## config.mk

```make
export PLATFORM = sky130hd
export DESIGN_NAME = ibex_irq_event_unit_flat
export DESIGN_NICKNAME = d
export VERILOG_FILES = /design/src/rtl/ibex_irq_event_unit_pkg.sv /design/src/rtl/ibex_irq_event_unit_if.sv /design/src/rtl/ibex_irq_event_unit_prio_enc.sv /design/src/rtl/ibex_irq_event_unit.sv /design/src/flat_wrapper.sv
export SDC_FILE = /design/constraint.sdc
export NUM_CORES = 1
export LEC_CHECK = 0
export BUFFER_PORTS_ARGS = -buffer_cell sky130_fd_sc_hd__buf_2
export CORE_ASPECT_RATIO = 1.75
export CORE_MARGIN = 3
export CORE_UTILIZATION = 30
export CTS_CLUSTER_DIAMETER = 30
export DETAILED_ROUTE_END_ITERATION = 8
export MAX_ROUTING_LAYER = met4
export PLACE_DENSITY = 0.65
export SLEW_MARGIN = 20
export SYNTH_ARGS = -nofsm -noshare
export SYNTH_HDL_FRONTEND = slang
export SYNTH_SLANG_ARGS = --single-unit
```

## constraint.sdc

```tcl
create_clock -name clk -period 1.9 [get_ports clk]
set_input_delay 0.285 -clock clk [delete_from_list [all_inputs] [get_ports clk]]
set_output_delay 0.285 -clock clk [all_outputs]
set_load 0.01 [all_outputs]
```

## src/rtl/ibex_irq_event_unit_pkg.sv

```systemverilog
// Shared definitions for the interrupt event unit: ID width and request FSM encoding.
package ibex_irq_event_unit_pkg;

    localparam int unsigned IRQ_ID_W = 5;
    localparam int unsigned HOLD_CNT_W = 3;

    typedef enum logic [1:0] {
        ST_IDLE = 2'd0,
        ST_REQ  = 2'd1,
        ST_HOLD = 2'd2
    } irq_state_e;

endpackage

```

## src/rtl/ibex_irq_event_unit_if.sv

```systemverilog
// Request/acknowledge link between the interrupt event unit (master) and the core (slave).
interface ibex_irq_event_unit_if;
    import ibex_irq_event_unit_pkg::*;

    logic                irq;
    logic [IRQ_ID_W-1:0] irq_id;
    logic                irq_ack;
    logic [IRQ_ID_W-1:0] irq_ack_id;
    logic                ack_err;

    modport master (
        output irq,
        output irq_id,
        output ack_err,
        input  irq_ack,
        input  irq_ack_id
    );

    modport slave (
        input  irq,
        input  irq_id,
        input  ack_err,
        output irq_ack,
        output irq_ack_id
    );

endinterface

```

## src/rtl/ibex_irq_event_unit_prio_enc.sv

```systemverilog
// Fixed-priority encoder: reports whether any bit is set and the lowest set index.
module ibex_irq_prio_enc
    import ibex_irq_event_unit_pkg::*;
#(
    parameter int unsigned NUM_IRQ = 32
) (
    input  logic [NUM_IRQ-1:0]  vec_i,
    output logic                valid_o,
    output logic [IRQ_ID_W-1:0] idx_o
);

    always_comb begin
        valid_o = 1'b0;
        idx_o   = '0;
        for (int unsigned i = 0; i < NUM_IRQ; i++) begin
            if (vec_i[i] && !valid_o) begin
                valid_o = 1'b1;
                idx_o   = IRQ_ID_W'(i);
            end
        end
    end

endmodule

```

## src/rtl/ibex_irq_event_unit.sv

```systemverilog
// Interrupt source unit: per-line pending/enable state, lowest-index arbitration and a
// request/ack FSM with a post-ack holdoff window, driving the core's irq/irq_id inputs.
module ibex_irq_event_unit
    import ibex_irq_event_unit_pkg::*;
#(
    parameter int unsigned NUM_IRQ    = 32,
    parameter logic [31:0] LEVEL_MASK = 32'h0,
    parameter int unsigned HOLDOFF    = 2
) (
    input  logic                  clk,
    input  logic                  rst_n,
    input  logic [NUM_IRQ-1:0]    irq_src_i,
    input  logic [NUM_IRQ-1:0]    sw_set_i,
    input  logic                  cfg_we_i,
    input  logic [NUM_IRQ-1:0]    cfg_wdata_i,
    output logic [NUM_IRQ-1:0]    enable_o,
    output logic [NUM_IRQ-1:0]    pending_o,
    ibex_irq_event_unit_if.master irq_bus
);

    localparam logic [NUM_IRQ-1:0]    LevelBits = LEVEL_MASK[NUM_IRQ-1:0];
    localparam logic [HOLD_CNT_W-1:0] HoldLoad  = HOLD_CNT_W'(HOLDOFF - 1);

    irq_state_e            state_q, state_d;
    logic                  irq_q, irq_d;
    logic [IRQ_ID_W-1:0]   irq_id_q, irq_id_d;
    logic                  ack_err_q, ack_err_d;
    logic [HOLD_CNT_W-1:0] hold_cnt_q, hold_cnt_d;
    logic [NUM_IRQ-1:0]    enable_q, enable_d;
    logic [NUM_IRQ-1:0]    pend_q, pend_d;
    logic [NUM_IRQ-1:0]    prev_q, prev_d;

    logic [NUM_IRQ-1:0]    eff_pend;
    logic [NUM_IRQ-1:0]    cand;
    logic                  cand_valid;
    logic [IRQ_ID_W-1:0]   cand_idx;
    logic                  ack_fire;
    logic [NUM_IRQ-1:0]    ack_clr;
    logic [NUM_IRQ-1:0]    edge_set;

    // Level lines bypass the pending flops entirely; their input is the pending state.
    assign eff_pend = (pend_q & ~LevelBits) | (irq_src_i & LevelBits);
    assign cand     = eff_pend & enable_q;

    ibex_irq_prio_enc #(
        .NUM_IRQ (NUM_IRQ)
    ) u_prio_enc (
        .vec_i   (cand),
        .valid_o (cand_valid),
        .idx_o   (cand_idx)
    );

    assign ack_fire = (state_q == ST_REQ) && irq_bus.irq_ack;

    // One-hot clear; ack IDs at or above NUM_IRQ match no line and clear nothing.
    always_comb begin
        ack_clr = '0;
        for (int unsigned i = 0; i < NUM_IRQ; i++) begin
            if (irq_bus.irq_ack_id == IRQ_ID_W'(i)) begin
                ack_clr[i] = ack_fire;
            end
        end
    end

    assign edge_set = ((irq_src_i & ~prev_q) | sw_set_i) & ~LevelBits;

    always_comb begin
        prev_d   = irq_src_i;
        pend_d   = ((pend_q & ~ack_clr) | edge_set) & ~LevelBits;
        enable_d = cfg_we_i ? cfg_wdata_i : enable_q;
    end

    always_comb begin
        state_d    = state_q;
        irq_d      = irq_q;
        irq_id_d   = irq_id_q;
        hold_cnt_d = hold_cnt_q;
        ack_err_d  = 1'b0;
        unique case (state_q)
            ST_IDLE: begin
                irq_d = 1'b0;
                if (cand_valid) begin
                    state_d  = ST_REQ;
                    irq_d    = 1'b1;
                    irq_id_d = cand_idx;
                end
            end
            ST_REQ: begin
                // No retraction: the request and its ID only change via an ack.
                irq_d = 1'b1;
                if (irq_bus.irq_ack) begin
                    state_d    = ST_HOLD;
                    irq_d      = 1'b0;
                    hold_cnt_d = HoldLoad;
                    ack_err_d  = (irq_bus.irq_ack_id != irq_id_q);
                end
            end
            ST_HOLD: begin
                irq_d = 1'b0;
                if (hold_cnt_q == '0) begin
                    state_d = ST_IDLE;
                end else begin
                    hold_cnt_d = hold_cnt_q - 1'b1;
                end
            end
            default: begin
                state_d = ST_IDLE;
                irq_d   = 1'b0;
            end
        endcase
    end

    always_ff @(posedge clk or negedge rst_n) begin
        if (!rst_n) begin
            state_q    <= ST_IDLE;
            irq_q      <= 1'b0;
            irq_id_q   <= '0;
            ack_err_q  <= 1'b0;
            hold_cnt_q <= '0;
            enable_q   <= '0;
            pend_q     <= '0;
            prev_q     <= '0;
        end else begin
            state_q    <= state_d;
            irq_q      <= irq_d;
            irq_id_q   <= irq_id_d;
            ack_err_q  <= ack_err_d;
            hold_cnt_q <= hold_cnt_d;
            enable_q   <= enable_d;
            pend_q     <= pend_d;
            prev_q     <= prev_d;
        end
    end

    assign enable_o        = enable_q;
    assign pending_o       = eff_pend;
    assign irq_bus.irq     = irq_q;
    assign irq_bus.irq_id  = irq_id_q;
    assign irq_bus.ack_err = ack_err_q;

endmodule
```

## src/flat_wrapper.sv

```systemverilog
// flat-port wrapper written by rule: the top's interface ports become plain ports
module ibex_irq_event_unit_flat import ibex_irq_event_unit_pkg::*;
#(
    parameter int unsigned NUM_IRQ    = 32,
    parameter logic [31:0] LEVEL_MASK = 32'h0,
    parameter int unsigned HOLDOFF    = 2
)
  (clk, rst_n, irq_src_i, sw_set_i, cfg_we_i, cfg_wdata_i, enable_o, pending_o, irq_bus_irq, irq_bus_irq_id, irq_bus_ack_err, irq_bus_irq_ack, irq_bus_irq_ack_id);
  ibex_irq_event_unit_if irq_bus_i ();
  input  logic clk;
  input  logic rst_n;
  input  logic [NUM_IRQ-1:0] irq_src_i;
  input  logic [NUM_IRQ-1:0] sw_set_i;
  input  logic cfg_we_i;
  input  logic [NUM_IRQ-1:0] cfg_wdata_i;
  output logic [NUM_IRQ-1:0] enable_o;
  output logic [NUM_IRQ-1:0] pending_o;
  output wire logic [$bits(irq_bus_i.irq)-1:0] irq_bus_irq;
  output wire logic [$bits(irq_bus_i.irq_id)-1:0] irq_bus_irq_id;
  output wire logic [$bits(irq_bus_i.ack_err)-1:0] irq_bus_ack_err;
  input wire logic [$bits(irq_bus_i.irq_ack)-1:0] irq_bus_irq_ack;
  input wire logic [$bits(irq_bus_i.irq_ack_id)-1:0] irq_bus_irq_ack_id;
  assign irq_bus_irq = irq_bus_i.irq;
  assign irq_bus_irq_id = irq_bus_i.irq_id;
  assign irq_bus_ack_err = irq_bus_i.ack_err;
  assign irq_bus_i.irq_ack = irq_bus_irq_ack;
  assign irq_bus_i.irq_ack_id = irq_bus_irq_ack_id;
  ibex_irq_event_unit #(.NUM_IRQ(NUM_IRQ), .LEVEL_MASK(LEVEL_MASK), .HOLDOFF(HOLDOFF)) u_core (.clk(clk), .rst_n(rst_n), .irq_src_i(irq_src_i), .sw_set_i(sw_set_i), .cfg_we_i(cfg_we_i), .cfg_wdata_i(cfg_wdata_i), .enable_o(enable_o), .pending_o(pending_o), .irq_bus(irq_bus_i));
endmodule
```

==> flow_metrics.tcl <==
set metrics [dict create \
    status "finished with violations" \
    violations "hold timing" \
    crit_path_cell_trace "nand3b_4 -> nor3_1 -> buf_4 -> nand2_1 -> a221o_1" \
    cts_sinks 108 \
    ys_warn_count 0 \
    p_per_area_mw_per_mm2 950 \
    async_flop_share_pct 100 \
    grt_remaining_overflow 0 \
    row_count 59 \
    netlist_instances 378 \
    p_total_w 0.00582 \
    syn-num-nets 485 \
    clkLatencyLatePin_ps 340 \
    slowest_stage "dfrtp_1" \
    leakage_nw 2.74 \
    final_cell_area_mm2 0.00612 \
    worst_pin_slew_ps 588 \
    drv_slew 0 \
    endpoint_kind "flop" \
    hold_violations 1 \
    synth_area_mm2 0.00461 \
    critPathLaunchType "flop" \
    synth_top_area_share_pct 58.6 \
    min_path_type "input pin to asynchronous set/reset pin" \
    routedWlPerCell_um 18.7 \
    cts_buffers 9 \
    syn_to_final_growth_pct 32.8 \
    seqPwrFrac_pct 47.3 \
    setup_tns_ps 0 \
    dp.cells 739 \
    fp.coreArea_mm2 0.0150 \
    drive_gt1_share_pct 44.0 \
    die-area_mm2 0.0169 \
    ir_drop_uv 430 \
    vias_per_cell 4.92 \
    cts_tree "done" \
    max_freq_mhz 569 \
    fin_cells 757 \
    relSlewSlack_pct 60.8 \
    reg2reg_to "u_core.pending_o[9]" \
    r2r_slack_ps 140 \
    dpl.hpwl_um 11400 \
    clockBufferDepth 2 \
    synth_edf_count 0 \
    drt_pass1_iterations 4 \
    crit_required_ps 2130 \
    start_util_pct 30.8 \
    grt_pass1_wl_um 21900 \
    synthTopCellsByArea "dfrtp_1, mux2_2, a221o_1, nand2_1, inv_1" \
    critical_path_class "flop to flop" \
    critPathArrivalTime_ps 1990 \
    fin_crit_sh_pct 92.5 \
    nets 675 \
    num_io_pins 176 \
    swShare_pct 28.4 \
    clkPwrFrac_pct 33.2 \
    finalSetupViolCount 0 \
    routed_wl_um 14200 \
    p_sw_w 0.00165 \
    drc 0 \
    grt_max_degree 109 \
    rsz0062_at_grt "false" \
    clock_skew_ps 8.52 \
    yosys.area.top_type "dfrtp_1" \
    place_area_mm2 0.00580 \
    crit_fanout 10 \
    portBuffers 175 \
    max_stage_delay_ps 480 \
    ys_seq_area_share_pct 58.6 \
    ys_ff_latch 108 \
    die_x_um 99.7 \
    synth.distinct_cells 52 \
    grt_usage_pct 17.5 \
    synth_flop_cell "dfrtp_1" \
    htreeDepth 3 \
    drv_cap 0 \
    r2r.worst_path.cells 5 \
    clk_pin_slew_ps 70 \
    syn_area_per_cell_um2 12.2 \
    antenna_found_initial 1 \
    fin_crit_ps 1760 \
    root_buffer "clkbuf_16" \
    dr.first_iter.drc_count 196 \
    vias 3727 \
    pwr-share-comb_pct 19.5 \
    place_congestion 0.827 \
    ant_nets 0 \
    p_int_w 0.00416 \
    r2r_start "u_core.state_q[1]" \
    first_global_vias 4000 \
    die_h_um 170 \
    whs_ps -9.47 \
]
==> area by class of cell <==
type / count / area [um2]
diodes: 1 / 2.50
repair buffers: 191 / 1020
clock buffers: 11 / 253
well taps: 183 / 229
flip-flops and latches: 108 / 2700
fillers: 1466 / 8870
inverters: 38 / 143
clock inverters: 5 / 58.8
multi-input cells: 220 / 1710
==> power by group through the flow <==
stage	sequential [W]	combinational [W]	clock, W
finish	0.00275	0.00113	0.00193
global route	0.00279	0.00125	0.00210
CTS	0.00275	0.00115	0.00200
detailed placement	0.00280	0.00115	0
global placement	0.00278	0.00112	0
floorplan	0.00278	0.000623	0
==> cell usage after synthesis (all sizes together), types with 6 or more instances <==
cell type,n
dfrtp,108
nand2,53
inv,38
a221o,32
mux2,32
a22oi,13
a21oi,10
nor3,7
a32oi,6
buf,6
clkbuf,6
o21ai,6
==> worst max path at each step <==
stage | start | endpoint | slack [ps] | cells past startpoint
3_3_place_gp | u_core.state_q[1] | u_core.pending_o[9] | 160 | 5
6_report | u_core.state_q[1] | u_core.pending_o[9] | 140 | 5
3_5_place_dp | u_core.enable_o[2] | u_core.irq_bus.irq_id[3] | 80 | 5
4_1_cts | u_core.enable_o[2] | u_core.irq_bus.irq_id[3] | 70 | 5
5_1_grt | u_core.pending_o[12] | u_core.irq_bus.irq_id[3] | 3 | 6
2_1_floorplan | u_core.enable_o[4] | u_core.irq_bus.irq_id[2] | 250 | 5
==> flip-flops by register name, indices dropped and copies added, names as in the netlist <==
register                flops
u_core.enable_o            32
u_core.hold_cnt_q           3
u_core.irq_bus.ack_err      1
u_core.irq_bus.irq          1
u_core.irq_bus.irq_id       5
u_core.pending_o           32
u_core.prev_q              32
u_core.state_q              2
==> repair_timing <==
item	in CTS	in global routing
setup buffers	0	1
resized for setup	0	0
endpoints found under the setup margin	0	4
hold buffers	0	0
==> cell usage in the layout, fill, tap and decap left out, types with 6 or more instances in the layout <==
cell type,instances
clkbuf_16,9
nor3_1,6
a32oi_1,6
a21oi_1,9
buf_4,15
dfrtp_1,108
inv_1,38
a221o_1,32
mux2_2,32
buf_2,174
a22oi_1,9
nand2_1,53
o21ai_0,6
==> layer usage <==
metal / wire length [um] / track usage (%) / vias up
li1: - / - / 1763
met2: 7890 / 31.8 / 123
met4: 391 / 7.13 / 0
met3: 732 / 2.75 / 20
met1: 5170 / 18.7 / 1821
met5: 0 / - / -
==> critical path, delay by kind of cell (launching register included) <==
kind                   cells  cell delay, ps
AOI/OAI and AO/OA          1             300
buffers and inverters      1             200
DFF                        1             480
and+or+nand+nor            3             670
==> through the flow <==
step	util (%)	worst slack, ps
after CTS	40.8	71.1
after floorplan	-	250
after global placement	38.7	164
after detailed placement	38.7	83.8
final	40.8	143
after global routing	40.8	3.36
==> kinds of logic after synthesis <==
kind of cell / after synthesis / synth area share, %
AOI/OAI and AO/OA: 91 / 17.6
xor gates and xnor gates: 5 / 0.950
adders and majority gates: 2 / 0.543
buffers and inverters: 50 / 4.32
DFF: 108 / 58.6
muxes: 32 / 7.82
and+or+nand+nor: 90 / 10.2
No activity file was read; power rests on OpenSTA's default activity.
